**config.mk**
```make
export PLATFORM = sky130hd
export DESIGN_NAME = onehot_scan_decoder
export DESIGN_NICKNAME = d
export VERILOG_FILES = /design/src/rtl/onehot_scan_decoder_pkg.sv /design/src/rtl/onehot_dec.sv /design/src/rtl/onehot_scan_decoder.sv
export SDC_FILE = /design/constraint.sdc
export NUM_CORES = 1
export LEC_CHECK = 0
export CAP_MARGIN = 25
export CORE_UTILIZATION = 40
export DETAILED_ROUTE_END_ITERATION = 10
export PLACE_DENSITY = 0.74
export SETUP_SLACK_MARGIN = 0.3
export SLEW_MARGIN = 40
export SYNTH_ARGS = -nofsm -noshare
export SYNTH_HDL_FRONTEND = slang
export SYNTH_SLANG_ARGS = --single-unit
```
**constraint.sdc**
```tcl
create_clock -name clk -period 1.4 [get_ports clk]
set_input_delay 0.28 -clock clk [delete_from_list [all_inputs] [get_ports clk]]
set_output_delay 0.28 -clock clk [all_outputs]
set_load 0.005 [all_outputs]
```
**src/rtl/onehot_scan_decoder_pkg.sv**
```systemverilog
// Shared definitions for the one-hot scan decoder.
//   out_w()     : number of one-hot lines for a given code width (2**sel_w)
//   DEC_DIRECT  : mode value for direct (load-on-request) decoding
//   DEC_SCAN    : mode value for autonomous scanning with a programmable dwell
package onehot_scan_decoder_pkg;

  localparam logic DEC_DIRECT = 1'b0;
  localparam logic DEC_SCAN   = 1'b1;

  // Stands in for OUT_W = 2**SEL_W wherever SEL_W is a module parameter.
  function automatic int unsigned out_w(int unsigned sel_w);
    return 32'd1 << sel_w;
  endfunction

endpackage

```
**src/rtl/onehot_dec.sv**
```systemverilog
// Combinational binary-to-one-hot decoder, the generalised 2-to-4 decoder.
//   code   in  SEL_W        binary code
//   onehot out 2**SEL_W     bit [code] set, all others clear
module onehot_dec
  import onehot_scan_decoder_pkg::*;
#(
  parameter int unsigned SEL_W = 2
) (
  input  logic [SEL_W-1:0]        code,
  output logic [out_w(SEL_W)-1:0] onehot
);

  always_comb begin
    onehot       = '0;
    onehot[code] = 1'b1;
  end

endmodule

```
**src/rtl/onehot_scan_decoder.sv**
```systemverilog
// Registered binary-to-one-hot decoder with direct and scan modes.
//   clk       in   rising-edge clock
//   rst_n     in   asynchronous active-low reset
//   en        in   1 runs the block; 0 freezes state and blanks dout
//   mode      in   DEC_DIRECT (load on request) or DEC_SCAN (auto-step)
//   load      in   single-cycle request to load code
//   code      in   code to load
//   dout      out  registered one-hot of cur_code (inverted if ACTIVE_LOW)
//   cur_code  out  code currently decoded
//   valid     out  1 when dout carries a decoded code
//   wrap      out  one-cycle pulse when scan steps from LAST to 0
module onehot_scan_decoder
  import onehot_scan_decoder_pkg::*;
#(
  parameter int unsigned SEL_W      = 2,
  parameter int unsigned LAST       = (1 << SEL_W) - 1,
  parameter int unsigned DWELL      = 4,
  parameter bit          ACTIVE_LOW = 1'b0
) (
  input  logic                    clk,
  input  logic                    rst_n,
  input  logic                    en,
  input  logic                    mode,
  input  logic                    load,
  input  logic [SEL_W-1:0]        code,
  output logic [out_w(SEL_W)-1:0] dout,
  output logic [SEL_W-1:0]        cur_code,
  output logic                    valid,
  output logic                    wrap
);

  localparam int unsigned OUT_W   = out_w(SEL_W);
  localparam int unsigned DWELL_W = (DWELL > 1) ? $clog2(DWELL) : 1;

  localparam logic [DWELL_W-1:0] DWELL_MAX = DWELL_W'(DWELL - 1);
  localparam logic [SEL_W-1:0]   LAST_CODE = SEL_W'(LAST);
  localparam logic [OUT_W-1:0]   IDLE      = {OUT_W{ACTIVE_LOW}};

  logic [SEL_W-1:0]   cur_code_q, cur_code_d;
  logic [DWELL_W-1:0] dwell_q, dwell_d;
  logic               mode_q, mode_d;
  logic               valid_q, valid_d;
  logic               wrap_q, wrap_d;
  logic [OUT_W-1:0]   dout_q, dout_d;
  logic [OUT_W-1:0]   dec_onehot;

  // Next-state for code, dwell counter and remembered mode.
  // mode_q only tracks mode while enabled, so a mode change made during a
  // freeze is seen as a change on the first enabled cycle.
  always_comb begin
    cur_code_d = cur_code_q;
    dwell_d    = dwell_q;
    mode_d     = mode_q;
    wrap_d     = 1'b0;
    if (en) begin
      mode_d = mode;
      if (mode == DEC_DIRECT) begin
        dwell_d = '0;
        if (load) begin
          cur_code_d = code;
        end
      end else if (load) begin
        // Load beats a same-cycle step; out-of-range codes restart the scan.
        dwell_d    = '0;
        cur_code_d = (code > LAST_CODE) ? '0 : code;
      end else if (mode != mode_q) begin
        dwell_d = '0;
      end else if (dwell_q == DWELL_MAX) begin
        dwell_d    = '0;
        wrap_d     = (cur_code_q == LAST_CODE);
        cur_code_d = (cur_code_q >= LAST_CODE) ? '0 : cur_code_q + SEL_W'(1);
      end else begin
        dwell_d = dwell_q + DWELL_W'(1);
      end
    end
  end

  // Decode the next code so dout lines up with cur_code after the edge.
  onehot_dec #(
    .SEL_W (SEL_W)
  ) u_dec (
    .code   (cur_code_d),
    .onehot (dec_onehot)
  );

  always_comb begin
    valid_d = en;
    dout_d  = en ? dec_onehot : '0;
    if (ACTIVE_LOW) begin
      dout_d = ~dout_d;
    end
  end

  always_ff @(posedge clk or negedge rst_n) begin
    if (!rst_n) begin
      cur_code_q <= '0;
      dwell_q    <= '0;
      mode_q     <= DEC_DIRECT;
      valid_q    <= 1'b0;
      wrap_q     <= 1'b0;
      dout_q     <= IDLE;
    end else begin
      cur_code_q <= cur_code_d;
      dwell_q    <= dwell_d;
      mode_q     <= mode_d;
      valid_q    <= valid_d;
      wrap_q     <= wrap_d;
      dout_q     <= dout_d;
    end
  end

  assign dout     = dout_q;
  assign cur_code = cur_code_q;
  assign valid    = valid_q;
  assign wrap     = wrap_q;

endmodule

```
==> impl_metrics.py <==
metrics = {
    "clock_network": {
        "hold_buffers": 0,
        "cts_tree": "built",
        "clockBufferDepth": 2,
        "insertion_delay_ns": 0.27,
        "cts_sinks": 11,
        "cts_max_level": 1,
        "root_buffer": "clkbuf_4",
        "cts_made_buffers": 3,
        "clk_pin_slew_worst_paths_ns": 0.07,
    },
    "routing": {
        "wirelength_um": 1400,
        "wl_per_cell_um": 14.3,
        "drt_first_pass_iters": 4,
        "vias": 523,
        "drc_errors": 0,
        "vias_per_cell": 5.34,
        "drt_iter0_drc": 7,
        "ant_nets": 0,
    },
    "yosys": {
        "yosysTopAreaCell": "dfrtp_1",
        "netlist_area_um2": 554,
        "synth_edf_count": 0,
        "ys_types": 23,
        "syn_area_per_cell_um2": 10.7,
        "synth_top_area_share_pct": 49.7,
        "netlist_instances": 52,
        "yosysSeqAreaShare_pct": 49.7,
        "yosysWarnings": 0,
        "synth-seq-cells": 11,
        "async_flop_share_pct": 100,
        "synthTopCellsByArea": "dfrtp_1 50%, ha_1 4.5%, nor2b_1 4.5%",
        "ys.flop_type": "dfrtp_1",
        "syn-num-nets": 61,
    },
    "sta": {
        "slew_violations": 0,
        "finalSetupViolations": 4,
        "rsz0062_at_grt": "yes",
        "maxSlewHeadroom_pct": 81.3,
        "period_minus_slack_ns": 1.44,
        "fin_crit_sh_pct": 103,
        "setup_ws_ns": -0.0434,
        "fmax_ghz": 0.693,
        "finalClockSkew_ns": 0.00137,
        "hold_viol": 0,
        "fin_hold_ws_ns": 0.305,
        "worst_pin_slew_ns": 0.273,
    },
    "die": {
        "fp.coreArea_mm2": 0.00130,
        "fp.dieW_um": 39.2,
        "die_h_um": 39.2,
        "die_area_mm2": 0.00154,
        "io_pins": 15,
        "fp-row-count": 13,
        "start_util_pct": 42.6,
    },
    "critical_path": {
        "r2r-start": "cur_code[0]",
        "critical_path_buf_inv_count": 0,
        "worstPathArrival_ns": 1.61,
        "worstRegToRegCells": 5,
        "cp_top_family": "flip-flops",
        "cpPeakStageDelay_ns": 0.40,
        "crit_slowest_cell": "dfrtp_1",
        "end_kind": "flip-flop",
        "path_class": "reg2reg",
        "cp-startpoint": "cur_code[0]",
        "required_ns": 1.56,
        "path_depth": 5,
        "path_cells": "ha_1 > and4_4 > a211oi_4 > nand2b_4 > nor2b_1",
        "setup.worst_path.end": "dout[3]",
        "crit_fanout": 3,
        "rrSetupSlack_ns": -0.04,
        "start_kind": "flip-flop",
        "r2r_end": "dout[3]",
    },
    "cells_and_area": {
        "area_delta_synth_final_pct": 60.3,
        "fin_nets": 93,
        "n_fill_cell": 119,
        "stdcell_count": 98,
        "final_util_pct": 68.3,
        "n_antenna_cell": 0,
        "drive_above_1_share_pct": 44.6,
    },
    "global_route": {
        "grt-ovfl-total": 0,
        "grt_pass1_wl_um": 1980,
        "grt_pass1_vias": 469,
        "antenna_found_initial": 0,
        "grt_max_degree": 12,
        "grtUsageTotal_pct": 20.0,
    },
    "placed_design": {
        "portBuffers": 14,
        "hpwlAfterDp_um": 892,
        "gp_congestion": 0.841,
        "numPlacedInstances": 87,
    },
    "status": {
        "violations": "setup timing",
        "status": "complete, but fails checks",
    },
    "min_path": {
        "hold_class": "in2async",
    },
    "power_and_ir_drop": {
        "peakVddDrop_mv": 0.565,
        "power_density_mw_per_mm2": 935,
        "fin_total_pwr_uw": 831,
        "p_leak_nw": 0.428,
    },
    "job": {
        "drv_cap": 0,
    },
}
[worst reg2reg max path, delay by kind of cell (launching register included)]
family	cells	cell delay [ns]
DFF	1	0.40
and+or+nand+nor	3	0.39
adders and majority gates	1	0.30
AOI/OAI and AO/OA	1	0.25
[synthesized netlist by cell type, types with 2 or more instances]
cell,number
a31oi_1,2
and4_1,2
dfrtp_1,11
nand2b_1,2
nor2_1,4
nor2b_1,4
buf_2,2
inv_1,2
nand3_1,3
o21ai_0,4
a22oi_1,3
ha_1,2
[per-stage QoR]
step	instance area (um2)	TNS, ns	worst slack, ns
after detailed placement	766	-0.885	-0.204
final	888	-0.112	-0.0434
after CTS	822	-0.0494	-0.0267
after global routing	888	-0.302	-0.0807
after floorplan	557	0	0.0237
after global placement	766	-0.680	-0.182
[placed cells by master, fill, tap and decap left out, drive strengths merged, types with 2 or more instances in the layout]
cell type      netlist  final
nand2b               2      2
clkbuf               0      5
inv                  2      2
dfrtp               11     11
clkdlybuf4s50        0      3
a22oi                3      3
buf                  2     22
and4                 2      2
ha                   2      2
nor2                 4      4
a31oi                2      2
nor2b                4      4
o21ai                5      5
nand3                4      4
dlygate4sd2          0      2
[registers in the layout (all words and copies together), names as in the netlist]
| register | flops |
|---|---|
| dout | 4 |
| cur_code | 2 |
| dwell_q | 2 |
| mode_q | 1 |
| valid | 1 |
| wrap | 1 |
[where the power goes]
| group | leakage, nW | internal, mW | total, mW | switching [mW] |
|---|---|---|---|---|
| combinational | 0.271 | 0.145 | 0.253 | 0.108 |
| sequential | 0.142 | 0.342 | 0.358 | 0.0158 |
| clock | 0.0150 | 0.111 | 0.220 | 0.109 |
[what timing repair did]
action	4_1_cts	5_1_grt
cloned	0	0
setup buffers	5	2
pin swaps	4	8
resized for setup	36	12
endpoints found under the setup margin	16	10
[logic make-up (layout without fill, tap and decap cells)]
family | after synthesis | after routing | synth area share [%]
muxes | 2 | 2 | 3.84
and+or+nand+nor | 20 | 20 | 22.6
AOI/OAI and AO/OA | 13 | 13 | 16.3
adders and majority gates | 2 | 2 | 4.51
buffers and inverters | 4 | 35 | 3.16
DFF | 11 | 11 | 49.7
[area by class of cell]
| type | instances | area [um2] | area share, % |
|---|---|---|---|
| Multi-Input combinational cell | 37 | 323 | 36.3 |
| Inverter | 2 | 7.51 | 0.845 |
| Clock buffer | 4 | 26.3 | 2.96 |
| Timing Repair Buffer | 29 | 238 | 26.8 |
| Tap cell | 15 | 18.8 | 2.11 |
| Sequential cell | 11 | 275 | 31.0 |
[metal layers]
layer	GRT usage [%]	routed length, um	share of wire (%)	vias to the layer above
li1	-	-	-	251
met1	23.7	582	42	253
met2	35.4	741	53	15
met3	3.47	62	4.4	4
met4	7.76	10	0.72	0
met5	0	0	0	-
[worst min path at each step]
stage          slack (ns)          end        from  cells past startpoint
6_report             0.31  cur_code[0]       rst_n                      2
5_1_grt              0.32      dout[1]       rst_n                      2
4_1_cts              0.32  cur_code[0]       rst_n                      2
3_5_place_dp         0.54   dwell_q[1]  dwell_q[1]                      2
3_3_place_gp         0.53   dwell_q[1]  dwell_q[1]                      2
2_1_floorplan       -0.02  cur_code[0]       rst_n                      0
Power figures use the tool's default switching activity.
